==> src/rtl/kbd_pkg.sv <==
// kbd_pkg: shared definitions for the 4x4 keypad front-end.
//   KBD_ROWS / KBD_COLS / KBD_KEYS : keypad geometry
//   key_code_t                     : 4-bit key index (row*4 + col)
//   key_image_t                    : 16-bit key image, bit i = key i
//   lowest_key()                   : index of the lowest set bit of an image
package kbd_pkg;

  localparam int KBD_ROWS = 4;
  localparam int KBD_COLS = 4;
  localparam int KBD_KEYS = KBD_ROWS * KBD_COLS;

  typedef logic [3:0]          key_code_t;
  typedef logic [KBD_KEYS-1:0] key_image_t;

  // Scanning downward so the last hit wins leaves the lowest index,
  // which gives key 0 the highest priority.
  function automatic key_code_t lowest_key(input key_image_t img);
    key_code_t idx;
    idx = '0;
    for (int i = KBD_KEYS - 1; i >= 0; i--) begin
      if (img[i]) idx = key_code_t'(i);
    end
    return idx;
  endfunction

endpackage

==> src/rtl/key_image_debounce.sv <==
// key_image_debounce: whole-image debouncer for the keypad scanner.
//   clk        in   system clock
//   rst        in   asynchronous active-low reset
//   scan_done  in   strobe on the clock that completes a full scan
//   raw_image  in   the completed 16-key image (valid with scan_done)
//   key_down   out  debounced key levels
//   new_press  out  keys newly pressed in this update (valid with scan_done)
module key_image_debounce
  import kbd_pkg::*;
#(
  parameter int DEBOUNCE = 4
) (
  input  logic       clk,
  input  logic       rst,
  input  logic       scan_done,
  input  key_image_t raw_image,
  output key_image_t key_down,
  output key_image_t new_press
);

  localparam logic [3:0] DEB = 4'(DEBOUNCE);

  key_image_t prev_image;
  logic [3:0] stable_cnt;
  logic [3:0] stable_next;
  logic       commit;

  // The stable count is evaluated combinationally so the new-press vector
  // is available on the scan_done clock itself; the handshake then
  // registers the event on the same edge that updates key_down.
  always_comb begin
    stable_next = stable_cnt;
    commit      = 1'b0;
    new_press   = '0;
    if (scan_done) begin
      if (raw_image != prev_image) begin
        stable_next = 4'd1;
      end else if (stable_cnt != DEB) begin
        stable_next = stable_cnt + 4'd1;
      end
      if ((stable_next == DEB) && (raw_image != key_down)) begin
        commit    = 1'b1;
        new_press = raw_image & ~key_down;
      end
    end
  end

  // Image history and debounced levels only move at the end of a scan.
  always_ff @(posedge clk or negedge rst) begin
    if (!rst) begin
      prev_image <= '0;
      stable_cnt <= '0;
      key_down   <= '0;
    end else if (scan_done) begin
      prev_image <= raw_image;
      stable_cnt <= stable_next;
      if (commit) key_down <= raw_image;
    end
  end

endmodule

==> src/rtl/key_matrix_scanner.sv <==
// key_matrix_scanner: 4x4 keypad scanner with debounce and valid/ack output.
//   clk        in   system clock
//   rst        in   asynchronous active-low reset
//   col_in     in   column sense, active-low, asynchronous to clk
//   key_ack    in   consumer pulse clearing key_valid
//   row_drv    out  row drive, active-low, one-hot-low while scanning
//   key_valid  out  a key code is pending
//   key_code   out  pending key index (row*4 + col)
//   key_down   out  debounced key levels
//   overrun    out  sticky: a press was dropped while key_valid was high
module key_matrix_scanner
  import kbd_pkg::*;
#(
  parameter int SCAN_DIV_BITS = 13,
  parameter int DEBOUNCE      = 4
) (
  input  logic                clk,
  input  logic                rst,
  input  logic [KBD_COLS-1:0] col_in,
  input  logic                key_ack,
  output logic [KBD_ROWS-1:0] row_drv,
  output logic                key_valid,
  output key_code_t           key_code,
  output key_image_t          key_down,
  output logic                overrun
);

  logic [SCAN_DIV_BITS+1:0] scan_cnt;
  logic [1:0]               row_idx;
  logic                     slot_end;
  logic                     scan_done;
  logic                     scan_en;
  logic [KBD_COLS-1:0]      col_meta;
  logic [KBD_COLS-1:0]      col_sync;
  key_image_t               raw_image;
  key_image_t               scan_image;
  key_image_t               new_press;
  logic                     event_any;
  key_code_t                event_code;

  assign row_idx   = scan_cnt[SCAN_DIV_BITS+1 -: 2];
  assign slot_end  = &scan_cnt[SCAN_DIV_BITS-1:0];
  assign scan_done = slot_end && (row_idx == 2'd3);

  // scan_en keeps all rows released while reset is asserted, since the
  // counter's reset value would otherwise select row 0.
  always_ff @(posedge clk or negedge rst) begin
    if (!rst) begin
      scan_cnt <= '0;
      scan_en  <= 1'b0;
    end else begin
      scan_cnt <= scan_cnt + 1'b1;
      scan_en  <= 1'b1;
    end
  end

  always_comb begin
    row_drv = '1;
    if (scan_en) row_drv[row_idx] = 1'b0;
  end

  // Two-flop synchronizer for the asynchronous column lines.
  always_ff @(posedge clk or negedge rst) begin
    if (!rst) begin
      col_meta <= '1;
      col_sync <= '1;
    end else begin
      col_meta <= col_in;
      col_sync <= col_meta;
    end
  end

  // The current row's columns merged into the raw image; on the row-3
  // sample this is the completed scan handed to the debouncer.
  always_comb begin
    scan_image = raw_image;
    scan_image[row_idx*KBD_COLS +: KBD_COLS] = ~col_sync;
  end

  always_ff @(posedge clk or negedge rst) begin
    if (!rst) begin
      raw_image <= '0;
    end else if (slot_end) begin
      raw_image <= scan_image;
    end
  end

  key_image_debounce #(
    .DEBOUNCE (DEBOUNCE)
  ) u_debounce (
    .clk       (clk),
    .rst       (rst),
    .scan_done (scan_done),
    .raw_image (scan_image),
    .key_down  (key_down),
    .new_press (new_press)
  );

  assign event_any  = |new_press;
  assign event_code = lowest_key(new_press);

  // Handshake: an ack coinciding with an event hands over the new code
  // directly; an event with no room sets the sticky overrun flag.
  always_ff @(posedge clk or negedge rst) begin
    if (!rst) begin
      key_valid <= 1'b0;
      key_code  <= '0;
      overrun   <= 1'b0;
    end else if (event_any) begin
      if (!key_valid || key_ack) begin
        key_valid <= 1'b1;
        key_code  <= event_code;
      end else begin
        overrun <= 1'b1;
      end
    end else if (key_ack) begin
      key_valid <= 1'b0;
    end
  end

endmodule

==> config.mk <==
export PLATFORM = sky130hd
export DESIGN_NAME = key_matrix_scanner
export DESIGN_NICKNAME = d
export VERILOG_FILES = /design/src/rtl/kbd_pkg.sv /design/src/rtl/key_image_debounce.sv /design/src/rtl/key_matrix_scanner.sv
export SDC_FILE = /design/constraint.sdc
export NUM_CORES = 1
export LEC_CHECK = 0
export CELL_PAD_IN_SITES_DETAIL_PLACEMENT = 1
export CELL_PAD_IN_SITES_GLOBAL_PLACEMENT = 1
export CORE_MARGIN = 5
export CORE_UTILIZATION = 40
export DETAILED_ROUTE_END_ITERATION = 8
export PLACE_DENSITY = 0.8
export SYNTH_ARGS = -nofsm -noshare
export SYNTH_HDL_FRONTEND = slang
export SYNTH_SLANG_ARGS = --single-unit
==> constraint.sdc <==
create_clock -name clk -period 4.2 [get_ports clk]
set_clock_uncertainty 0.15 [all_clocks]
set_input_delay 0.84 -clock clk [delete_from_list [all_inputs] [get_ports clk]]
set_output_delay 0.84 -clock clk [all_outputs]
set_load 0.1 [all_outputs]
# == Yosys cells after proc, flatten, opt, wreduce, memory -nomap -nowiden ==
# Cells that the tools add are included.
# Widths: inputs -> output; s select.
# word_totals
register_bits,82
output_inout_bits,26
elab_cells,71
# classes
add_sub_neg,3
magnitude_cmp,2
n_eq_ne,6
n_shift,2
muxes,30
n_bitwise,5
reduce_logical,12
# op_table
cell,n
$mux 4,20
$neg 4->34,1
$shift 4x34->16 const A,1
$shiftx 4x34->16,1
$mux 16,2
$ne 16x16->1,2
$and 16x16->16,1
$bwmux 16,1
$not 16->16,1
$reduce_or 16->1,1
$add 15x1->15 const B,1
$reduce_and 13->1,1
$not 4->4,2
$reduce_and 2->1,4
$mux 1,6
$add 4x1->4 const B,1
$eq 4x3->1 const B,1
$ne 4x3->1 const B,1
$logic_and 1x1->1,3
$lt 2x3->1 const B,1
$demux 1 s2,1
$eq 2x2->1 const B,1
$ge 2x1->1 const B,1
$ne 2x1->1 const B,1
4 further kinds,4

# == Longest topological paths before layout ==
# Gate-level depths: netlist of the first run.
# logic_depth
depth_word,26
mapped_depth,16

# == Modules after synthesis ==
# From an unflattened synthesis of the first run, not the netlist that was laid out.
# hier_totals
cells_unflattened,404
area_unflattened_um2,4335.4
# modules_own_cells
module,instances,cells_each,area_each_um2,seq_area_each_um2
key_matrix_scanner,1,211,2204.6,1161.1
key_image_debounce,1,193,2130.8,900.9

# == Worst setup path before layout of the first run ==
# OpenSTA, ideal clock, no wires.
# synth_path
path_kind,flip-flop to flip-flop
start,register scan_cnt[13]
end,register key_code[0]
setup_time_ns,0.128
arrival_ns,3.656
setup_slack_ns,0.266
stages_incl_launch_ff,14
n_path_buf,4
synth_period_minus_slack_ns,3.934
cell_sequence,dfrtp_1 > clkbuf_1 > inv_1 > ha_1 > buf_6 > or3b_1 > buf_6 > o32ai_1 > xnor2_1 > nand3_1 > or4_1 > buf_6 > nor4_4 > mux2_1
# synth_between
elab_chain_len,26
word_cells_on_any_way,33
classes_between,1 x add/sub; 4 x eq/ne; 2 x shift; 21 x mux; 1 x bitwise; 4 x reduce/logical
# synth_lines
item,line,text
from (decl),key_matrix_scanner.sv:28,logic [SCAN_DIV_BITS+1:0] scan_cnt;
from (signal assigned),key_matrix_scanner.sv:52,scan_cnt <= scan_cnt + 1'b1;
$neg 4->34 (*),key_matrix_scanner.sv:77,scan_image[row_idx*KBD_COLS +: KBD_COLS] = ~col_sync;
$shiftx 4x34->16 / $shift 4x34->16 (equally long branches),key_matrix_scanner.sv:77,
$bwmux 16 (*),key_matrix_scanner.sv:77,
named net scan_image[10],key_matrix_scanner.sv:36,key_image_t scan_image;
$ne 16x16->1,key_image_debounce.sv:36,if (raw_image != prev_image) begin
$mux 4,key_image_debounce.sv:36,
$mux 4,key_image_debounce.sv:35,if (scan_done) begin
$eq 4x3->1,key_image_debounce.sv:41,if ((stable_next == DEB) && (raw_image != key_down)) begin
$logic_and 1x1->1,key_image_debounce.sv:41,
$mux 16 (*),key_image_debounce.sv:41,
$mux 16 (*),key_image_debounce.sv:35,
$mux 4 (16 in a row),kbd_pkg.sv:21,if (img[i]) idx = key_code_t'(i);
to (signal assigned),key_matrix_scanner.sv:112,key_code <= event_code;
to (decl),key_matrix_scanner.sv:23,"output key_code_t key_code,"
# The timed path passes the listed nets; every way through them passes the cells marked *. The select of a mux whose other input is x is not followed.
# A chain may end at the register's enable or synchronous reset.

# == Worst setup path in the final report of the first run ==
# layout_path
start,register scan_cnt[14]
end,register key_code[0]
# layout_between
elab_chain_len,26
word_cells_on_any_way,33
classes_between,1 x add/sub; 4 x eq/ne; 2 x shift; 21 x mux; 1 x bitwise; 4 x reduce/logical
# layout_lines
item,line
$neg 4->34,key_matrix_scanner.sv:77
$shiftx 4x34->16 / $shift 4x34->16 (equally long branches),key_matrix_scanner.sv:77
$bwmux 16,key_matrix_scanner.sv:77
$ne 16x16->1,key_image_debounce.sv:36
$mux 4,key_image_debounce.sv:36
$mux 4,key_image_debounce.sv:35
$eq 4x3->1,key_image_debounce.sv:41
$logic_and 1x1->1,key_image_debounce.sv:41
$mux 16,key_image_debounce.sv:41
$mux 16 (*),key_image_debounce.sv:35
$mux 4 (16 in a row),kbd_pkg.sv:21
# Every way passes the cells marked *; elsewhere a longest branch is shown, timed or not. The select of a mux whose other input is x is not followed.

==> results.json, run 1 <==
{
  "design_area_um2": 5000,
  "hpwlAfterDp_mm": 7.731,
  "area_growth_pct": 18.86,
  "cts_made_buffers": 9,
  "portBuffers": 32,
  "worstPathMaxFanout": 10,
  "clock_latency_ns": 0.36,
  "row_count": 37,
  "ant_nets": 0,
  "grt_pass1_vias": 3503,
  "yosys_warnings": 0,
  "critPathRequiredTime_ns": 4.30,
  "num-nets-final": 497,
  "hold_class": "reg -> reg",
  "tightest_slew_ns": 1.057,
  "routedWlPerCell_um": 17.50,
  "outcome": "finished, final reports clean",
  "avgSynthCellArea_um2": 10.09,
  "wirelength_mm": 10.60,
  "async_flop_share_pct": 100.0,
  "final_core_util_pct": 48.65,
  "synth_edf_count": 0,
  "via_per_inst": 5.284,
  "drtIter0Drc": 130,
  "min_period_over_period_pct": 92.50,
  "setup_ws_ns": 0.3151,
  "worst_setup_path_end_kind": "flop",
  "synthTopCellsByArea": "dfrtp_1 (44%), ha_1 (7.1%), dfstp_2 (5.0%)",
  "start_util_pct": 40.93,
  "crit_buf_inv": 1,
  "rsz0062_at_grt": "no",
  "dpl_worst_slack_ns": 0.1338,
  "cts_root_buffer": "clkbuf_8",
  "overflow": 0,
  "place_area_um2": 4742,
  "place_congestion": 0.8019,
  "cp_slowest_cell": "or4_4",
  "ys_ff_latch": 82,
  "grt_max_degree": 83,
  "ir_worst_vdd_mv": 0.1993,
  "max_freq_mhz": 257.4,
  "synth-main-ff-cell": "dfrtp_1",
  "firstDrtPassIters": 4,
  "syn_nets": 448,
  "critPathKind": "reg -> reg",
  "p_leak_uw": 0.002269,
  "cts-htree-levels": 3,
  "yosysUniqueCellTypes": 49,
  "die_y_um": 112.6,
  "seq_area_frac_synth_pct": 49.02,
  "final_max_slew_viol_count": 0,
  "drc": 0,
  "antenna_cells": 0,
  "clock-sinks": 82,
  "fp.dieW_um": 112.6,
  "cts.path.max_buffers": 2,
  "setup_violations": 0,
  "cp_top_family": "simple AND/OR/NAND/NOR gates",
  "fp.coreArea_um2": 10280,
  "cap_violations": 0,
  "synthesis.area_um2": 4207,
  "crit_path_max_incr_delay_ns": 0.63,
  "critPathArrivalTime_ns": 3.98,
  "crit_path_start_kind": "flop",
  "period_minus_slack_ns": 3.885,
  "fill_cells": 1183,
  "syn_inst": 417,
  "finalSetupTns_ns": 0,
  "vias": 3202,
  "drive_gt1_share_pct": 13.62,
  "tritoncts": "built",
  "crit_chain": "inv_1 > ha_1 > or3b_1 > o32a_1 > a222oi_1 > nand3_1 > or4_4 > nor4_4 > mux2_1",
  "track_usage_pct": 17.36,
  "clk_pin_slew_worst_paths_ns": 0.08,
  "synth_top_area_share_pct": 44.02,
  "die-area_um2": 12670,
  "grt_first_pass_wirelength_mm": 17.42,
  "yosys-top-cells-count": "dfrtp_1 (74), nand2_1 (55), inv_1 (49)",
  "hold_viol_final": 0,
  "powerDensity_nw_per_um2": 299.5,
  "antenna_found_initial": 0,
  "synth.most_common_cell": "dfrtp_1",
  "synth.largest_area_cell": "dfrtp_1",
  "io_pins": 33,
  "relSlewSlack_pct": 29.53,
  "hold_buffers": 0
}
==> stage by stage <==
step                power [µW]  std cells  hold WS (ns)
detailed placement       865.6        589        0.1978
global route              1557        606        0.2158
finish                    1497        606        0.2072
CTS                       1519        604        0.2089
global placement         863.3        589        0.1956
floorplan                832.6        417        0.1952
==> sequential cells by signal (all words and copies together), names as in the netlist <==
register and flops:
key_code 4, u_debounce.prev_image 16, u_debounce.stable_cnt 4, u_debounce.key_down 16
scan_en 1, raw_image 16, key_valid 1, scan_cnt 15
col_sync 4, col_meta 4, overrun 1
==> report_power, final <==
| group | internal (µW) | switching (µW) |
|---|---|---|
| sequential | 796 | 5.22 |
| combinational | 14.2 | 33.3 |
| clock | 365 | 283 |
| total | 1180 | 322 |
==> timing repair <==
| item | CTS | global route |
|---|---|---|
| setup buffers | 0 | 2 |
| setup endpoints to repair | 0 | 13 |
| gates resized for setup | 0 | 2 |
==> logic make-up (layout without fill, tap and decap cells) <==
family | after synthesis | in the layout | synth area share (%)
DFF | 82 | 82 | 49.02
buffers and inverters | 63 | 116 | 6.365
AOI/OAI and AO/OA | 64 | 64 | 10.14
xor gates and xnor gates | 26 | 26 | 5.413
muxes | 22 | 22 | 5.651
adders and majority gates | 24 | 24 | 7.139
and+or+nand+nor | 135 | 135 | 16.18
other | 1 | 1 | 0.08915
==> routing by layer <==
metal | global-route usage (%) | up-vias | wire length (µm)
met4 | 5.689 | 0 | 197
met5 | 0 | - | 0
met1 | 20.76 | 1617 | 4657
met3 | 4.205 | 15 | 319
met2 | 30.53 | 49 | 5430
li1 | - | 1521 | -
==> path summary, 6_finish.rpt <==
kind	cells after the start	from	slack (ns)	end
min in group asynchronous	1	rst	0.52	u_debounce.key_down[13]
hold / removal	0	col_meta[1]	0.21	col_sync[1]
hold reg to reg	0	col_meta[1]	0.21	col_sync[1]
setup reg to reg	9	scan_cnt[14]	0.32	key_code[0]
max in group asynchronous	1	rst	2.71	u_debounce.prev_image[8]
setup / recovery	9	scan_cnt[14]	0.32	key_code[0]
==> layout make-up <==
cell class / count / area, µm² / area share (%)
Sequential cell: 82 / 2062 / 41.24
Multi-Input combinational cell: 272 / 1894 / 37.89
Timing Repair Buffer: 52 / 470.5 / 9.409
Inverter: 49 / 183.9 / 3.679
Tap cell: 136 / 170.2 / 3.403
Clock buffer: 13 / 158.9 / 3.178
Clock inverter: 2 / 60.06 / 1.201
==> cells in the final DEF, fill, tap and decap left out, drive strengths merged, types with 14 or more instances in the layout <==
| master | netlist | final |
|---|---|---|
| buf | 5 | 25 |
| clkdlybuf4s50 | 0 | 27 |
| dfrtp | 74 | 74 |
| ha | 24 | 24 |
| inv | 49 | 49 |
| mux2 | 14 | 14 |
| nand2 | 55 | 55 |
| nor2 | 20 | 20 |
| o21ai | 22 | 22 |
| xnor2 | 20 | 20 |
(Power assumes the default switching activity.)
==> run 2: changes to the inputs <==
GPL_ROUTABILITY_DRIVEN = 0   (was not set)
==> results of run 2 <==
The final DEF is identical to that of run 1; final timing and power are the same.
